==> src/rtl/ip_cu_tsk_sched_pkg.sv <==
// Shared definitions for the CU task scheduler: FSM state encoding and trigger width.
package ip_cu_tsk_sched_pkg;

  localparam int CU_TRG_W = 10;
  localparam int CU_ID_W  = 4;

  typedef enum logic [4:0] {
    SCH_IDLE = 5'b00001,
    SCH_SEL  = 5'b00010,
    SCH_WAIT = 5'b00100,
    SCH_GAP  = 5'b01000,
    SCH_DONE = 5'b10000
  } sch_state_e;

endpackage

==> src/rtl/ip_cu_tsk_sched_if.sv <==
// Interface bundling frame-timing inputs and CU controller handshake of the task scheduler.
// slave: scheduler side; master: frame timing / CU controller side.
interface ip_cu_tsk_sched_if
  import ip_cu_tsk_sched_pkg::*;
#(
  parameter int CUTSK_NUM = 10,
  parameter int TO_SZ     = 12
);

  logic                 frm_start;
  logic [CUTSK_NUM-1:0] tsk_msk;
  logic [CUTSK_NUM-1:0] cu_tsk_end;
  logic [TO_SZ-1:0]     to_lmt;
  logic [CU_TRG_W-1:0]  cu_tsk_trg;
  logic [CU_ID_W-1:0]   tsk_id;
  logic                 sched_busy;
  logic                 sched_done;
  logic                 frm_ovf;
  logic                 tsk_to_err;

  modport slave (
    input  frm_start, tsk_msk, cu_tsk_end, to_lmt,
    output cu_tsk_trg, tsk_id, sched_busy, sched_done, frm_ovf, tsk_to_err
  );

  modport master (
    output frm_start, tsk_msk, cu_tsk_end, to_lmt,
    input  cu_tsk_trg, tsk_id, sched_busy, sched_done, frm_ovf, tsk_to_err
  );

endinterface

==> src/rtl/ip_cu_tsk_penc.sv <==
// Lowest-set-bit priority encoder: returns the index of the lowest pending task.
module ip_cu_tsk_penc #(
  parameter int N = 10
) (
  input  logic [N-1:0] req,
  output logic [3:0]   idx,
  output logic         vld
);

  // scan from the top so the lowest set bit is the last one written
  always_comb begin
    idx = '0;
    vld = 1'b0;
    for (int i = N - 1; i >= 0; i--) begin
      if (req[i]) begin
        idx = 4'(i);
        vld = 1'b1;
      end
    end
  end

endmodule

==> src/rtl/ip_cu_tsk_sched.sv <==
// CU task scheduler: on frm_start walks the enabled tasks in ascending order, pulsing a
// one-hot trigger per task and waiting for its end pulse, with GAP_CYC idle cycles between.
// Optional watchdog per task enabled by macro CU_TSK_TO_EN.
//
// state    | meaning
// SCH_IDLE | waiting for frm_start
// SCH_SEL  | pick lowest pending task and trigger it, or finish
// SCH_WAIT | waiting for the triggered task's end (or watchdog)
// SCH_GAP  | idle spacing before the next selection
// SCH_DONE | one-cycle sched_done
module ip_cu_tsk_sched
  import ip_cu_tsk_sched_pkg::*;
#(
  parameter int CUTSK_NUM = 10,
  parameter int GAP_CYC   = 2,
  parameter int TO_SZ     = 12
) (
  input logic                pclk,
  input logic                prst_n,
  ip_cu_tsk_sched_if.slave   bus
);

  localparam int GAP_W = (GAP_CYC > 1) ? $clog2(GAP_CYC) : 1;

  sch_state_e           state_q, state_d;
  logic [CUTSK_NUM-1:0] pend_q, pend_d;
  logic [GAP_W-1:0]     gap_q, gap_d;
  logic [CU_ID_W-1:0]   tsk_id_q, tsk_id_d;
  logic [CU_TRG_W-1:0]  trg_q, trg_d;
  logic                 ovf_q, ovf_d;
  logic [3:0]           pe_idx;
  logic                 pe_vld;
  logic                 end_hit;
  logic                 to_hit;
  logic                 leave_wait;

  ip_cu_tsk_penc #(.N(CUTSK_NUM)) u_penc (
    .req (pend_q),
    .idx (pe_idx),
    .vld (pe_vld)
  );

  // only the end pulse of the task being waited on counts
  assign end_hit    = (state_q == SCH_WAIT) && bus.cu_tsk_end[tsk_id_q];
  assign leave_wait = end_hit || to_hit;

`ifdef CU_TSK_TO_EN
  logic [TO_SZ-1:0] wdog_q, wdog_d;
  logic             to_err_q, to_err_d;

  // expiry on the to_lmt-th WAIT cycle; a same-cycle end wins; to_lmt==0 disables
  assign to_hit   = (state_q == SCH_WAIT) && !end_hit && (bus.to_lmt != '0) &&
                    ((wdog_q + 1'b1) == bus.to_lmt);
  assign to_err_d = to_hit;

  // watchdog counts WAIT cycles and is held at zero elsewhere
  always_comb begin
    wdog_d = '0;
    if (state_q == SCH_WAIT) wdog_d = wdog_q + 1'b1;
  end

  // watchdog counter and error pulse registers
  always_ff @(posedge pclk or negedge prst_n) begin
    if (!prst_n) begin
      wdog_q   <= '0;
      to_err_q <= 1'b0;
    end else begin
      wdog_q   <= wdog_d;
      to_err_q <= to_err_d;
    end
  end

  assign bus.tsk_to_err = to_err_q;
`else
  logic unused_to_lmt;
  assign unused_to_lmt  = ^bus.to_lmt;
  assign to_hit         = 1'b0;
  assign bus.tsk_to_err = 1'b0;
`endif

  // state register
  always_ff @(posedge pclk or negedge prst_n) begin
    if (!prst_n) state_q <= SCH_IDLE;
    else         state_q <= state_d;
  end

  // next-state logic
  always_comb begin
    state_d = state_q;
    unique case (state_q)
      SCH_IDLE: if (bus.frm_start) state_d = SCH_SEL;
      SCH_SEL:  state_d = pe_vld ? SCH_WAIT : SCH_DONE;
      SCH_WAIT: if (leave_wait) state_d = (GAP_CYC > 0) ? SCH_GAP : SCH_SEL;
      SCH_GAP:  if (gap_q == '0) state_d = SCH_SEL;
      SCH_DONE: state_d = SCH_IDLE;
      default:  state_d = SCH_IDLE;
    endcase
  end

  // datapath next values: pending mask, gap timer, trigger and task id
  always_comb begin
    pend_d   = pend_q;
    gap_d    = gap_q;
    tsk_id_d = tsk_id_q;
    trg_d    = '0;
    ovf_d    = bus.frm_start && (state_q != SCH_IDLE);
    unique case (state_q)
      SCH_IDLE: if (bus.frm_start) pend_d = bus.tsk_msk;
      SCH_SEL: begin
        if (pe_vld) begin
          tsk_id_d = pe_idx;
          trg_d    = CU_TRG_W'(1) << pe_idx;
        end
      end
      SCH_WAIT: begin
        if (leave_wait) begin
          pend_d[tsk_id_q] = 1'b0;
          if (GAP_CYC > 0) gap_d = GAP_W'(GAP_CYC - 1);
        end
      end
      SCH_GAP: if (gap_q != '0) gap_d = gap_q - 1'b1;
      default: ;
    endcase
  end

  // datapath registers
  always_ff @(posedge pclk or negedge prst_n) begin
    if (!prst_n) begin
      pend_q   <= '0;
      gap_q    <= '0;
      tsk_id_q <= '0;
      trg_q    <= '0;
      ovf_q    <= 1'b0;
    end else begin
      pend_q   <= pend_d;
      gap_q    <= gap_d;
      tsk_id_q <= tsk_id_d;
      trg_q    <= trg_d;
      ovf_q    <= ovf_d;
    end
  end

  // status outputs decoded from the state register
  always_comb begin
    bus.sched_busy = (state_q != SCH_IDLE);
    bus.sched_done = (state_q == SCH_DONE);
  end

  assign bus.cu_tsk_trg = trg_q;
  assign bus.tsk_id     = tsk_id_q;
  assign bus.frm_ovf    = ovf_q;

endmodule

==> src/flat_wrapper.sv <==
// flat-port wrapper written by rule: the top's interface ports become plain ports
module ip_cu_tsk_sched_flat import ip_cu_tsk_sched_pkg::*;
#(
  parameter int CUTSK_NUM = 10,
  parameter int GAP_CYC   = 2,
  parameter int TO_SZ     = 12
)
  (pclk, prst_n, bus_frm_start, bus_tsk_msk, bus_cu_tsk_end, bus_to_lmt, bus_cu_tsk_trg, bus_tsk_id, bus_sched_busy, bus_sched_done, bus_frm_ovf, bus_tsk_to_err);
  ip_cu_tsk_sched_if #(.CUTSK_NUM(CUTSK_NUM), .TO_SZ(TO_SZ)) bus_i ();
  input logic pclk;
  input logic prst_n;
  input wire logic [$bits(bus_i.frm_start)-1:0] bus_frm_start;
  input wire logic [$bits(bus_i.tsk_msk)-1:0] bus_tsk_msk;
  input wire logic [$bits(bus_i.cu_tsk_end)-1:0] bus_cu_tsk_end;
  input wire logic [$bits(bus_i.to_lmt)-1:0] bus_to_lmt;
  output wire logic [$bits(bus_i.cu_tsk_trg)-1:0] bus_cu_tsk_trg;
  output wire logic [$bits(bus_i.tsk_id)-1:0] bus_tsk_id;
  output wire logic [$bits(bus_i.sched_busy)-1:0] bus_sched_busy;
  output wire logic [$bits(bus_i.sched_done)-1:0] bus_sched_done;
  output wire logic [$bits(bus_i.frm_ovf)-1:0] bus_frm_ovf;
  output wire logic [$bits(bus_i.tsk_to_err)-1:0] bus_tsk_to_err;
  assign bus_i.frm_start = bus_frm_start;
  assign bus_i.tsk_msk = bus_tsk_msk;
  assign bus_i.cu_tsk_end = bus_cu_tsk_end;
  assign bus_i.to_lmt = bus_to_lmt;
  assign bus_cu_tsk_trg = bus_i.cu_tsk_trg;
  assign bus_tsk_id = bus_i.tsk_id;
  assign bus_sched_busy = bus_i.sched_busy;
  assign bus_sched_done = bus_i.sched_done;
  assign bus_frm_ovf = bus_i.frm_ovf;
  assign bus_tsk_to_err = bus_i.tsk_to_err;
  ip_cu_tsk_sched #(.CUTSK_NUM(CUTSK_NUM), .GAP_CYC(GAP_CYC), .TO_SZ(TO_SZ)) u_core (.pclk(pclk), .prst_n(prst_n), .bus(bus_i));
endmodule
==> config.mk <==
export PLATFORM = sky130hd
export DESIGN_NAME = ip_cu_tsk_sched_flat
export DESIGN_NICKNAME = d
export VERILOG_FILES = /design/src/rtl/ip_cu_tsk_sched_pkg.sv /design/src/rtl/ip_cu_tsk_sched_if.sv /design/src/rtl/ip_cu_tsk_penc.sv /design/src/rtl/ip_cu_tsk_sched.sv /design/src/flat_wrapper.sv
export SDC_FILE = /design/constraint.sdc
export NUM_CORES = 1
export LEC_CHECK = 0
export CAP_MARGIN = 15
export CORE_ASPECT_RATIO = 1.1
export CORE_UTILIZATION = 40
export CTS_CLUSTER_DIAMETER = 30
export DETAILED_ROUTE_END_ITERATION = 6
export PLACE_DENSITY = 0.74
export SLEW_MARGIN = 5
export SYNTH_ARGS = -nofsm -noshare
export SYNTH_HDL_FRONTEND = slang
export SYNTH_HIERARCHICAL = 1
export SYNTH_SLANG_ARGS = --single-unit
==> constraint.sdc <==
create_clock -name pclk -period 1.7 [get_ports pclk]
set_input_delay 0.34 -clock pclk [delete_from_list [all_inputs] [get_ports pclk]]
set_output_delay 0.34 -clock pclk [all_outputs]
set_load 0.03 [all_outputs]
==> run_results.csv <==
group,metric,value,unit
critical_path,cp.required,1.36,ns
grt,grt_pass1_vias,1586,
cts,insertion_delay,0.29,ns
layout,syn2layout_area_growth,67.7,%
critical_path,critPathKind,"reg2out",
cts,ctsHoldBuffers,0,
routing,ant_nets,0,
critical_path,critPathTopFamily,"simple AND/OR/NAND/NOR gates",
sta,worst_slew_pin_slew,0.497,ns
sta,fin_skew,0.0102,ns
power,p_leak,1.20,nW
floorplanning,rows,23,
routing,vias,1640,
cts,root_buffer,"clkbuf_8",
critical_path,worstPathCellList,"or3_4 -> buf_6 -> nor3b_4 -> buf_6",
power,power.density,1740,nW/um2
grt,grt_usage,23.4,%
routing,routed_via_density,5.56,
grt,antenna_found_initial,0,
floorplanning,die_width,62.5,um
logic_synthesis,synth_cells,165,
grt,grt_max_degree,24,
logic_synthesis,synth_seq_area_share,48.2,%
sta,period_share,113,%
critical_path,critPathArrivalTime,1.57,ns
logic_synthesis,ys_ff_latch,31,
layout,n_antenna_cell,0,
cts,cts_max_path_buffers,2,
logic_synthesis,syn_nets,200,
flow_run,maxCapViolations,0,
outcome,failed_checks,"negative setup slack",
critical_path,max_stage_delay,0.40,ns
power,vdd_drop_max,1.20,mV
critical_path,crit_fanout,3,
layout,final_cell_area,2700,um2
layout,final_cell_mix,"clkdlybuf4s50_1, buf_4, dfrtp_1, nand2_1, nor2_1",
floorplanning,coreArea,3740,um2
logic_synthesis,synth_cell_types,46,
routing,drc,0,
sta,period_minus_slack,1.91,ns
critical_path,slowest_stage,"dfrtp_1",
logic_synthesis,async_flop_share,100,%
logic_synthesis,synth_edf_count,0,
sta,fin_ws,-0.213,ns
logic_synthesis,syn-cell-area,1610,um2
routing,avgRoutedWirePerCell,16.4,um
critical_path,ff2ff_path_depth,7,
critical_path,reg2reg_slack,-0.16,ns
critical_path,crit_top_cell,"buf_6",
layout,final_nets,279,
cts,clkTransAtPathRegs,0.07,ns
sta,rsz0062_at_grt,"true",
floorplanning,dieArea,4290,um2
placement,dp.final_hpwl,3200,um
sta,final_hold_viol_count,0,
placement,placed_cell_area,2290,um2
floorplanning,die_h,68.6,um
critical_path,cp-end-kind,"output port",
placement,pre_cts_ws,-0.304,ns
outcome,status,"complete, but fails checks",
worst_hold_path,min_path_type,"in2async",
critical_path,r2r-start,"u_core/state_q[3]",
critical_path,cp-start-kind,"flip-flop",
cts,cts_buffers,5,
grt,grt_pass1_wl,7410,um
sta,setup_violations,15,
grt,overflow,0,
layout,drive_gt1_share,39.6,%
sta,final_max_slew_viol_count,0,
cts,numClockSinks,31,
critical_path,cp_num_buf_inv,2,
routing,dr.pass1.iters,4,
logic_synthesis,ys_warn_count,6,
floorplanning,initial_core_util,43.1,%
placement,gp_congestion,0.887,
critical_path,cp_num_cells,4,
sta,max_freq,523,MHz
routing,first_iter_violations,67,
cts,cts_tree,"done",
critical_path,reg2reg_to,"u_core/pend_q[6]",
sta,tns,-1.73,ns
layout,fillCellCount,255,
placement,port_buffers,39,
cts,htreeDepth,2,
logic_synthesis,ys.flop_type,"dfrtp_1",
floorplanning,num_io_pins,53,
logic_synthesis,syn_area_per_cell,9.77,um2
routing,wirelength,4840,um
sta,timing.slew.headroom,66.4,%
power,p_total,0.00471,W
==> repair_timing <==
item,in CTS,in global routing
resized for setup,43,23
endpoints found under the setup margin,21,25
pin swaps,19,10
endpoints found under the hold margin,0,0
setup buffers,2,5
==> worst max-delay path by stage <==
stage | startpoint | end
2_1_floorplan | u_core/state_q[0] | u_core/pend_q[9]
3_3_place_gp | u_core/state_q[1] | bus_sched_busy
3_5_place_dp | u_core/state_q[1] | bus_sched_busy
4_1_cts | u_core/state_q[3] | bus_sched_busy
5_1_grt | u_core/state_q[1] | bus_sched_done
6_report | u_core/state_q[3] | bus_sched_done
==> Yosys cell counts (3+ instances only) <==
library cell | instances | area [um2]
nor2b_1 | 5 | 31.3
a311oi_1 | 6 | 52.6
a21oi_1 | 3 | 15.0
nand2_1 | 17 | 63.8
nand3_1 | 4 | 20.0
inv_1 | 4 | 15.0
nor3_1 | 3 | 15.0
dfrtp_1 | 30 | 751
mux2_2 | 4 | 45.0
nand4_1 | 4 | 25.0
o21ai_0 | 9 | 45.0
or3_1 | 3 | 18.8
nor2_1 | 20 | 75.1
clkbuf_1 | 4 | 15.0
nand2b_1 | 6 | 37.5
mux2i_1 | 3 | 30.0
==> cell families (layout without fill, tap and decap cells) <==
family	count (synthesis)	in the layout	share of synthesized area, %
AOI/OAI and AO/OA	35	35	15.9
xor gates and xnor gates	1	1	0.544
other	1	1	0.233
muxes	8	8	6.06
buffers and inverters	13	93	4.35
and+or+nand+nor	76	76	24.7
DFF	31	31	48.2
==> state kept, by name (all words and copies together) (netlist names) <==
register / count
u_core/bus.frm_ovf: 1
u_core/state_q: 5
u_core/bus.cu_tsk_trg: 10
u_core/pend_q: 10
u_core/bus.tsk_id: 4
u_core/gap_q: 1
==> layout make-up <==
type                    count  area [um2]  share of cell area (%)
multi-input cells         121         976                    36.1
flip-flops and latches     31         778                    28.8
repair buffers             81         753                    27.9
clock buffers               6        82.6                    3.06
well taps                  50        62.6                    2.31
clock inverters             2        35.0                    1.30
inverters                   4        15.0                   0.556
==> power breakdown <==
group / total, W / leakage, nW / switching (W) / internal, W
clock network: 0.000764 / 0.0612 / 0.000290 / 0.000474
logic: 0.00281 / 0.735 / 0.00143 / 0.00139
registers: 0.00113 / 0.403 / 0.000165 / 0.000967
total: 0.00471 / 1.20 / 0.00188 / 0.00283
==> metrics by stage <==
step                std cells  util, %  hold slack, ns
global route              295     72.2           0.408
finish                    295     72.2           0.384
detailed placement        280     61.2           0.518
floorplan                 165        -          0.0444
CTS                       290     68.2           0.382
global placement          280     61.2           0.507
==> per-layer routing <==
metal	up-vias	part of all wire (%)	track usage, %
li1	753	-	-
met1	776	41	26.9
met2	88	50	40.4
met3	23	5.6	5.26
met4	0	3.6	14.5
met5	-	0	0
No activity file was read; power rests on OpenSTA's default activity.
